==> src/rtl/ps2_kbd_tx.sv <==
// ============================================================================
// Module   : ps2_kbd_tx
// Brief    : PS/2 device-side serializer with byte FIFO; optional host-inhibit
//            support when PS2_INHIBIT_EN is defined.
// Revision : 1.0
// ============================================================================
`default_nettype none

module ps2_kbd_tx #(
  parameter int HALF       = 2400,
  parameter int GAP        = 4800,
  parameter int DEPTH_LOG2 = 4
) (
  input  logic       clk_sys,
  input  logic       reset,
  input  logic [7:0] din,
  input  logic       wr,
  output logic       full,
  output logic       overflow,
  output logic       busy,
  input  logic       ps2_clk_in,
  output logic       ps2_clk,
  output logic       ps2_dat
);

  localparam int c_DEPTH = 2 ** DEPTH_LOG2;
  localparam int c_CMAX  = (HALF > GAP) ? HALF : GAP;
  localparam int c_CW    = $clog2(c_CMAX);
  localparam logic [c_CW-1:0]     c_HALF_M1  = c_CW'(HALF - 1);
  localparam logic [c_CW-1:0]     c_GAP_M1   = c_CW'(GAP - 1);
  localparam logic [3:0]          c_LAST_BIT = 4'd10;
  localparam logic [DEPTH_LOG2:0] c_FULL_CNT = (DEPTH_LOG2 + 1)'(c_DEPTH);

  typedef enum logic [2:0] {
    S_IDLE   = 3'd0,
    S_BIT_HI = 3'd1,
    S_BIT_LO = 3'd2,
    S_GAP    = 3'd3,
    S_HOLD   = 3'd4
  } state_t;

  state_t                r_state, w_state_nxt;
  logic [c_CW-1:0]       r_cnt, w_cnt_nxt;
  logic [3:0]            r_idx, w_idx_nxt;
  logic [10:0]           r_shift, w_shift_nxt;
  logic                  r_ps2_clk, w_clk_nxt;
  logic                  r_ps2_dat, w_dat_nxt;
  logic                  r_overflow;
  logic                  w_pop, w_push, w_full, w_inhibit;
  logic [7:0]            r_mem [c_DEPTH];
  logic [7:0]            w_head;
  logic [DEPTH_LOG2-1:0] r_wr_ptr, r_rd_ptr;
  logic [DEPTH_LOG2:0]   r_count;

  assign w_full = (r_count == c_FULL_CNT);
  assign w_push = wr & ~w_full;
  assign w_head = r_mem[r_rd_ptr];

  always_ff @(posedge clk_sys) begin
    if (w_push) begin
      r_mem[r_wr_ptr] <= din;
    end
  end

  // The head stays in the FIFO for its whole frame; it is popped only after the stop bit.
  always_ff @(posedge clk_sys) begin
    if (reset) begin
      r_wr_ptr   <= '0;
      r_rd_ptr   <= '0;
      r_count    <= '0;
      r_overflow <= 1'b0;
    end else begin
      r_overflow <= wr & w_full;
      if (w_push) begin
        r_wr_ptr <= r_wr_ptr + 1'b1;
      end
      if (w_pop) begin
        r_rd_ptr <= r_rd_ptr + 1'b1;
      end
      case ({w_push, w_pop})
        2'b10:   r_count <= r_count + 1'b1;
        2'b01:   r_count <= r_count - 1'b1;
        default: r_count <= r_count;
      endcase
    end
  end

`ifdef PS2_INHIBIT_EN
  logic [1:0] r_clk_sync;

  always_ff @(posedge clk_sys) begin
    if (reset) begin
      r_clk_sync <= 2'b11;
    end else begin
      r_clk_sync <= {r_clk_sync[0], ps2_clk_in};
    end
  end

  assign w_inhibit = ~r_clk_sync[1] & r_ps2_clk;
`else
  // Sensed clock line is ignored when inhibit support is compiled out.
  assign w_inhibit = ps2_clk_in & 1'b0;
`endif

  always_comb begin
    w_state_nxt = r_state;
    w_cnt_nxt   = r_cnt;
    w_idx_nxt   = r_idx;
    w_shift_nxt = r_shift;
    w_pop       = 1'b0;
    w_clk_nxt   = 1'b1;
    w_dat_nxt   = 1'b1;
    case (r_state)
      S_IDLE: begin
        if (r_count != '0) begin
          if (w_inhibit) begin
            w_state_nxt = S_HOLD;
            w_cnt_nxt   = c_GAP_M1;
          end else begin
            w_state_nxt = S_BIT_HI;
            w_cnt_nxt   = c_HALF_M1;
            w_idx_nxt   = 4'd0;
            w_shift_nxt = {1'b1, ~^w_head, w_head, 1'b0};
            w_dat_nxt   = 1'b0;
          end
        end
      end
      S_BIT_HI: begin
        w_dat_nxt = r_shift[r_idx];
        if (w_inhibit && (r_idx != c_LAST_BIT)) begin
          w_state_nxt = S_HOLD;
          w_cnt_nxt   = c_GAP_M1;
          w_dat_nxt   = 1'b1;
        end else if (r_cnt == '0) begin
          w_state_nxt = S_BIT_LO;
          w_cnt_nxt   = c_HALF_M1;
          w_clk_nxt   = 1'b0;
        end else begin
          w_cnt_nxt = r_cnt - 1'b1;
        end
      end
      S_BIT_LO: begin
        w_clk_nxt = 1'b0;
        w_dat_nxt = r_shift[r_idx];
        if (r_cnt == '0) begin
          w_clk_nxt = 1'b1;
          if (r_idx == c_LAST_BIT) begin
            w_pop       = 1'b1;
            w_state_nxt = S_GAP;
            w_cnt_nxt   = c_GAP_M1;
            w_dat_nxt   = 1'b1;
          end else begin
            w_idx_nxt   = r_idx + 4'd1;
            w_state_nxt = S_BIT_HI;
            w_cnt_nxt   = c_HALF_M1;
            w_dat_nxt   = r_shift[r_idx + 4'd1];
          end
        end else begin
          w_cnt_nxt = r_cnt - 1'b1;
        end
      end
      S_GAP: begin
        if (w_inhibit) begin
          w_state_nxt = S_HOLD;
          w_cnt_nxt   = c_GAP_M1;
        end else if (r_cnt == '0) begin
          w_state_nxt = S_IDLE;
        end else begin
          w_cnt_nxt = r_cnt - 1'b1;
        end
      end
      S_HOLD: begin
        // Any inhibit cycle restarts the quiet-period count.
        if (w_inhibit) begin
          w_cnt_nxt = c_GAP_M1;
        end else if (r_cnt == '0) begin
          w_state_nxt = S_IDLE;
        end else begin
          w_cnt_nxt = r_cnt - 1'b1;
        end
      end
      default: begin
        w_state_nxt = S_IDLE;
      end
    endcase
  end

  always_ff @(posedge clk_sys) begin
    if (reset) begin
      r_state   <= S_IDLE;
      r_cnt     <= '0;
      r_idx     <= '0;
      r_shift   <= '1;
      r_ps2_clk <= 1'b1;
      r_ps2_dat <= 1'b1;
    end else begin
      r_state   <= w_state_nxt;
      r_cnt     <= w_cnt_nxt;
      r_idx     <= w_idx_nxt;
      r_shift   <= w_shift_nxt;
      r_ps2_clk <= w_clk_nxt;
      r_ps2_dat <= w_dat_nxt;
    end
  end

  assign full     = w_full;
  assign overflow = r_overflow;
  assign busy     = (r_state != S_IDLE) | (r_count != '0);
  assign ps2_clk  = r_ps2_clk;
  assign ps2_dat  = r_ps2_dat;

endmodule

`default_nettype wire

==> config.mk <==
export PLATFORM = sky130hd
export DESIGN_NAME = ps2_kbd_tx
export DESIGN_NICKNAME = d
export VERILOG_FILES = /design/src/rtl/ps2_kbd_tx.sv
export SDC_FILE = /design/constraint.sdc
export NUM_CORES = 1
export LEC_CHECK = 0
export BUFFER_PORTS_ARGS = -buffer_cell sky130_fd_sc_hd__buf_2
export CAP_MARGIN = 15
export CORE_UTILIZATION = 60
export CTS_CLUSTER_DIAMETER = 100
export DETAILED_ROUTE_END_ITERATION = 10
export GPL_ROUTABILITY_DRIVEN = 1
export PLACE_DENSITY = 0.77
export SLEW_MARGIN = 20
export SYNTH_ARGS = -nofsm -noshare
export SYNTH_HDL_FRONTEND = slang
export SYNTH_SLANG_ARGS = --single-unit
==> constraint.sdc <==
create_clock -name clk_sys -period 4.1 [get_ports clk_sys]
set_input_delay 0.205 -clock clk_sys [delete_from_list [all_inputs] [get_ports clk_sys]]
set_output_delay 0.205 -clock clk_sys [all_outputs]
set_load 0.02 [all_outputs]
## Word level (Yosys, flattened, before mapping)

Memories as Yosys holds them, arrays and structs flattened. A register that Yosys moved wholly into a read port is not among the register bits.
Index checks and enable logic that the tools add are counted.

- Add/sub/neg operators: 6
- Magnitude comparators: 2
- Eq/ne operators: 14
- Mux-type cells: 35
- Bitwise gates (word level): 4
- Reduce and logical (&&, ||, !) cells: 13

Operators with widths:

| kind | count |
|---|---|
| $mux 13 | 5 |
| $pmux 13 s4 | 1 |
| $mux 4 | 5 |
| $logic_not 13->1 | 1 |
| $sub 13x1->13 const B | 1 |
| $add 4x1->4 const B | 3 |
| $mux 1 | 12 |
| $mux 3 | 4 |
| $pmux 3 s4 | 1 |
| $lt 4x5->1 const B | 2 |
| $ne 2x2->1 const B | 5 |
| $pmux 5 s2 | 1 |
| $bmux 1 s4 | 2 |
| $pmux 4 s2 | 1 |
| $reduce_and 4->1 | 2 |
| $reduce_xnor 8->1 | 1 |
| $eq 3x2->1 const B | 2 |
| $add 5x1->5 const B | 1 |
| $eq 5x5->1 const B | 1 |
| $reduce_bool 5->1 | 1 |
| $sub 5x1->5 const B | 1 |
| $eq 4x4->1 const B | 1 |
| $reduce_bool 2->1 | 2 |
| $reduce_bool 4->1 | 1 |
| 16 further kinds | 17 |

- Bits in registers: 46
- Memory bits (writable): 128
- Output and inout bits: 5
- Logic and storage cells: 85
- Memories kept: 1

Memories:

| name | words | bits a word | rd ports | clocked after memory_dff | wr ports | RTL line | RTL |
|---|---|---|---|---|---|---|---|
| r_mem | 16 | 8 | 1 | 1 | 1 | 50 | `logic [7:0] r_mem [c_DEPTH];` |

## Longest topological paths before layout

- Depth after elaboration: 6
- Gate-level depth with buffers: 16
- Depth with buffers taken out: 14

## Least setup slack after synthesis

No wires, ideal clock.

- Path type: register to register
- Start: reg r_cnt[0]
- End: reg r_count[4]
- Library setup time: 128 ps
- Arrival: 2,716 ps
- Required time: 3,972 ps
- Slack: 1,256 ps
- Stages on the path, launching flop included: 16
- Clock period less this slack: 2,844 ps
- Cell sequence: dfxtp_1 -> inv_1 -> ha_1 -> or4b_1 -> nor4_1 -> ha_1 -> clkbuf_1 -> xor2_1 -> ha_1 -> o21ai_0 -> nand2b_1 -> a21oi_1 -> nand3_1 -> a21oi_1 -> xnor2_1 -> nor2_1

- Longest elaborated chain between the ends: 5

Ends and longest elaborated chain:

| what | RTL line | RTL |
|---|---|---|
| from (decl) | 43 | `logic [c_CW-1:0] r_cnt, w_cnt_nxt;` |
| from (signal assigned) | 198 | `r_cnt <= w_cnt_nxt;` |
| $logic_not 13->1 (*) | 145 | `if (r_cnt == '0) begin` |
| $mux 1 (*) | 145 |  |
| $mux 1 (*) | 113 | `case (r_state)` |
| named net w_pop | 49 | `logic w_pop, w_push, w_full, w_inhibit;` |
| $eq 2x1->1 / $eq 2x2->1 (equally long branches) | 80 | `case ({w_push, w_pop})` |
| $pmux 5 s2 / $reduce_bool 2->1 (equally long branches) | n/a |  |
| to (signal assigned) | 81 | `2'b10: r_count <= r_count + 1'b1;` |
| to (signal assigned) | 82 | `2'b01: r_count <= r_count - 1'b1;` |
| to (signal assigned) | 83 | `default: r_count <= r_count;` |
| to (decl) | 53 | `logic [DEPTH_LOG2:0] r_count;` |

The timed path passes the listed nets; every way through them passes the cells marked *.
A chain may end at the register's enable or synchronous reset.

## Final worst setup path

- Start: reg r_state[0]
- End: reg r_count[4]

- Longest elaborated chain between the ends: 4

Ends and longest elaborated chain:

| what | RTL line | RTL |
|---|---|---|
| from (decl) | 42 | `state_t r_state, w_state_nxt;` |
| from (signal assigned) | 197 | `r_state <= w_state_nxt;` |
| $eq 3x2->1 (*) | 113 |  |
| $mux 1 (*) | 113 |  |
| named net w_pop | 49 |  |
| $eq 2x1->1 / $eq 2x2->1 (equally long branches) | 80 |  |
| $pmux 5 s2 / $reduce_bool 2->1 (equally long branches) | n/a |  |

Marks and branches as above.

==> flow_metrics.tcl <==
set metrics [dict create \
    route.detailed.drc 0 \
    place_area_sq_um 7939 \
    p_clk_share_pct 34.5 \
    initialDrtViolationCount 590 \
    cts_hold_buf 0 \
    setup_viol 0 \
    hold_path_depth 3 \
    firstDrtPassIters 5 \
    p_switching_mw 1.449 \
    finalHoldViolations 0 \
    n_fill_cell 884 \
    num_antenna_cells 0 \
    run_status "complete, no violations" \
    layout_commonest_cell "edfxtp_1" \
    cts_resized 0 \
    wl_mm 15.60 \
    seqCellArea_sq_um 4826 \
    areaGrowthSynthToFinish_pct 10.28 \
    path_max_fanout 14 \
    antenna_found_initial 0 \
    htreeDepth 4 \
    startpoint "r_state[0]" \
    worst_setup_path_start_kind "flop" \
    fin_nets 599 \
    syn_area_sq_um 7740 \
    cts_tree "yes" \
    reg2reg_depth 14 \
    p_per_area_nw_per_um2 549.2 \
    critPathKind "flop to flop" \
    report.final.slew_viol_count 0 \
    ant_nets 0 \
    io_buffers 15 \
    async_reset_ff_share_pct 0 \
    fin_tns_setup_ns 0 \
    multi_input_comb_area_sq_um 2719 \
    layout_setup_ws_ns 0.7228 \
    drive_above_1_share_pct 18.49 \
    synth_edf_count 128 \
    syn_inst 561 \
    clockBufferDepth 2 \
    cts_made_buffers 17 \
    ys_warn_count 0 \
    clk_latency_ns 0.44 \
    initial_core_util_pct 61.33 \
    ys_types 60 \
    via_per_inst 6.300 \
    dp_hpwl_mm 9.911 \
    grt_pass1_vias 4552 \
    switching_share_pct 30.92 \
    cts_setup_buffers 0 \
    maxCapViolCount 0 \
    arrival_ns 3.68 \
    coreArea_sq_um 12620 \
    tightest_slew_ns 0.8999 \
    design_area_sq_um 8536 \
    routedWlPerCell_microns 20.64 \
    num_vias 4763 \
    layout_common_cells "edfxtp_1 (128), nor2_1 (57), dfxtp_1 (48)" \
    cp-end-kind "flop" \
    timing.final.crit_period_ns 3.377 \
    grt_max_degree 50 \
    routabilityCongestion 0.8612 \
    p_leak_nw 2.853 \
    timing.fmax_ghz 0.2961 \
    slew_headroom_pct 40.00 \
    die-area_sq_um 13360 \
    hold_class "input port to flop" \
    grt_pass1_wl_mm 24.43 \
    die_w_microns 115.6 \
    grtUsageTotal_pct 25.53 \
    vdd_drop_max_mv 0.4890 \
    period_share_pct 82.37 \
    synthFlopType "edfxtp_1" \
    num_rows 41 \
    cts.sinks 177 \
    r2r-start "r_state[0]" \
    cp.required_ns 4.40 \
    r2r_setup_slack_ns 0.72 \
    syn_area_per_cell_sq_um 13.80 \
    seq_area_frac_synth_pct 62.33 \
    place_ws_ns 0.7694 \
    pwr-share-comb_pct 20.3 \
    io_pins 17 \
    die_y_microns 115.6 \
    clockRootBuffer "clkbuf_16" \
    synth-seq-cells 177 \
    clkSlewWorstSetupHoldPaths_ns 0.07 \
    hp-start "wr" \
    syn_nets 589 \
    internal_power_mw 3.238 \
    rsz0062_at_grt "false" \
    seq_power_share_pct 45.2 \
    grt.overflow.total 0 \
    skew_ns 0.01238 \
]
-- power by group through the flow --
stage | logic (mW) | registers (mW) | clock network (mW)
after global routing | 1.05 | 2.13 | 1.71
after CTS | 0.934 | 2.12 | 1.64
after detailed placement | 0.919 | 2.16 | 0
after floorplan | 0.741 | 2.13 | 0
after global placement | 0.885 | 2.14 | 0
final | 0.951 | 2.12 | 1.62
-- critical path: stages, from the launching register on --
cell and delay, ns:
dfxtp_1 0.34, inv_1 0.13, ha_1 0.46, nand4b_1 0.28
nor4_1 0.47, ha_1 0.40, xor2_1 0.12, ha_1 0.23
o21ai_0 0.16, nand2b_1 0.07, a21oi_1 0.14, nand3_1 0.09
a21oi_1 0.18, xnor2_1 0.13, nor2_1 0.05
-- synth_stat cells, types with 3 or more instances --
library cell	instances	area share (%)
xnor2_1	12	1.4
nand3_1	6	0.39
buf_1	7	0.34
a21oi_1	38	2.5
nand2b_1	7	0.57
o22ai_1	3	0.24
buf_6	3	0.44
nor2b_1	3	0.24
edfxtp_1	128	50
clkbuf_1	18	0.87
dfxtp_1	49	13
nand2_1	35	1.7
inv_1	11	0.53
nor4_1	7	0.57
buf_4	3	0.29
o21ai_0	14	0.91
mux4_2	36	10
a211o_1	9	1.0
xor2_1	12	1.4
nand4_1	3	0.24
a211oi_1	3	0.29
ha_1	16	2.6
mux2i_1	4	0.52
a22oi_1	17	1.6
nor2_1	57	2.8
nor3_1	18	1.2
-- layout make-up --
type	instances	share of cell area (%)
inverter	11	0.4837
clock inverter	15	1.950
clock buffer	17	4.984
tap	172	2.521
sequential	177	56.54
timing repair buffer	24	1.671
multi-input combinational	340	31.85
-- logic make-up after synthesis --
| group | Yosys count | synth area share [%] |
|---|---|---|
| xor gates and xnor gates | 24 | 2.716 |
| DFF | 177 | 62.33 |
| muxes | 41 | 11.14 |
| AOI/OAI and AO/OA | 99 | 8.164 |
| and+or+nand+nor | 160 | 10.46 |
| adders and majority gates | 16 | 2.586 |
| buffers and inverters | 44 | 2.603 |
-- sequential cells by signal, indices dropped and copies added, names as in the netlist, named ones only --
| register | cells |
|---|---|
| r_rd_ptr | 4 |
| r_shift | 10 |
| r_wr_ptr | 4 |
| r_count | 5 |
| ps2_dat | 1 |
| ps2_clk | 1 |
| overflow | 1 |
| r_state | 2 |
| r_idx | 4 |
| r_cnt | 13 |
| r_mem | 128 |
-- layer usage --
| metal | vias to the layer above | routed length, microns | global-route usage, % |
|---|---|---|---|
| li1 | 2175 | - | - |
| met1 | 2397 | 6616 | 33.86 |
| met2 | 155 | 7883 | 40.96 |
| met3 | 36 | 718 | 5.858 |
| met4 | 0 | 383 | 10.91 |
| met5 | - | 0 | 0 |
-- worst paths after layout --
path	end
min reg2reg	r_shift[0]
max	r_count[4]
min	overflow
max reg2reg	r_count[4]
-- through the flow --
step,instances,hold slack [ns],util [%],power [mW]
detailed placement,724,0.4731,62.91,3.077
finish,756,0.09734,67.64,4.688
global placement,724,0.4507,62.91,3.027
global route,756,0.1006,67.64,4.888
CTS,756,0.08063,67.60,4.693
floorplan,561,0.3039,-,2.871
Power figures use the tool's default switching activity.
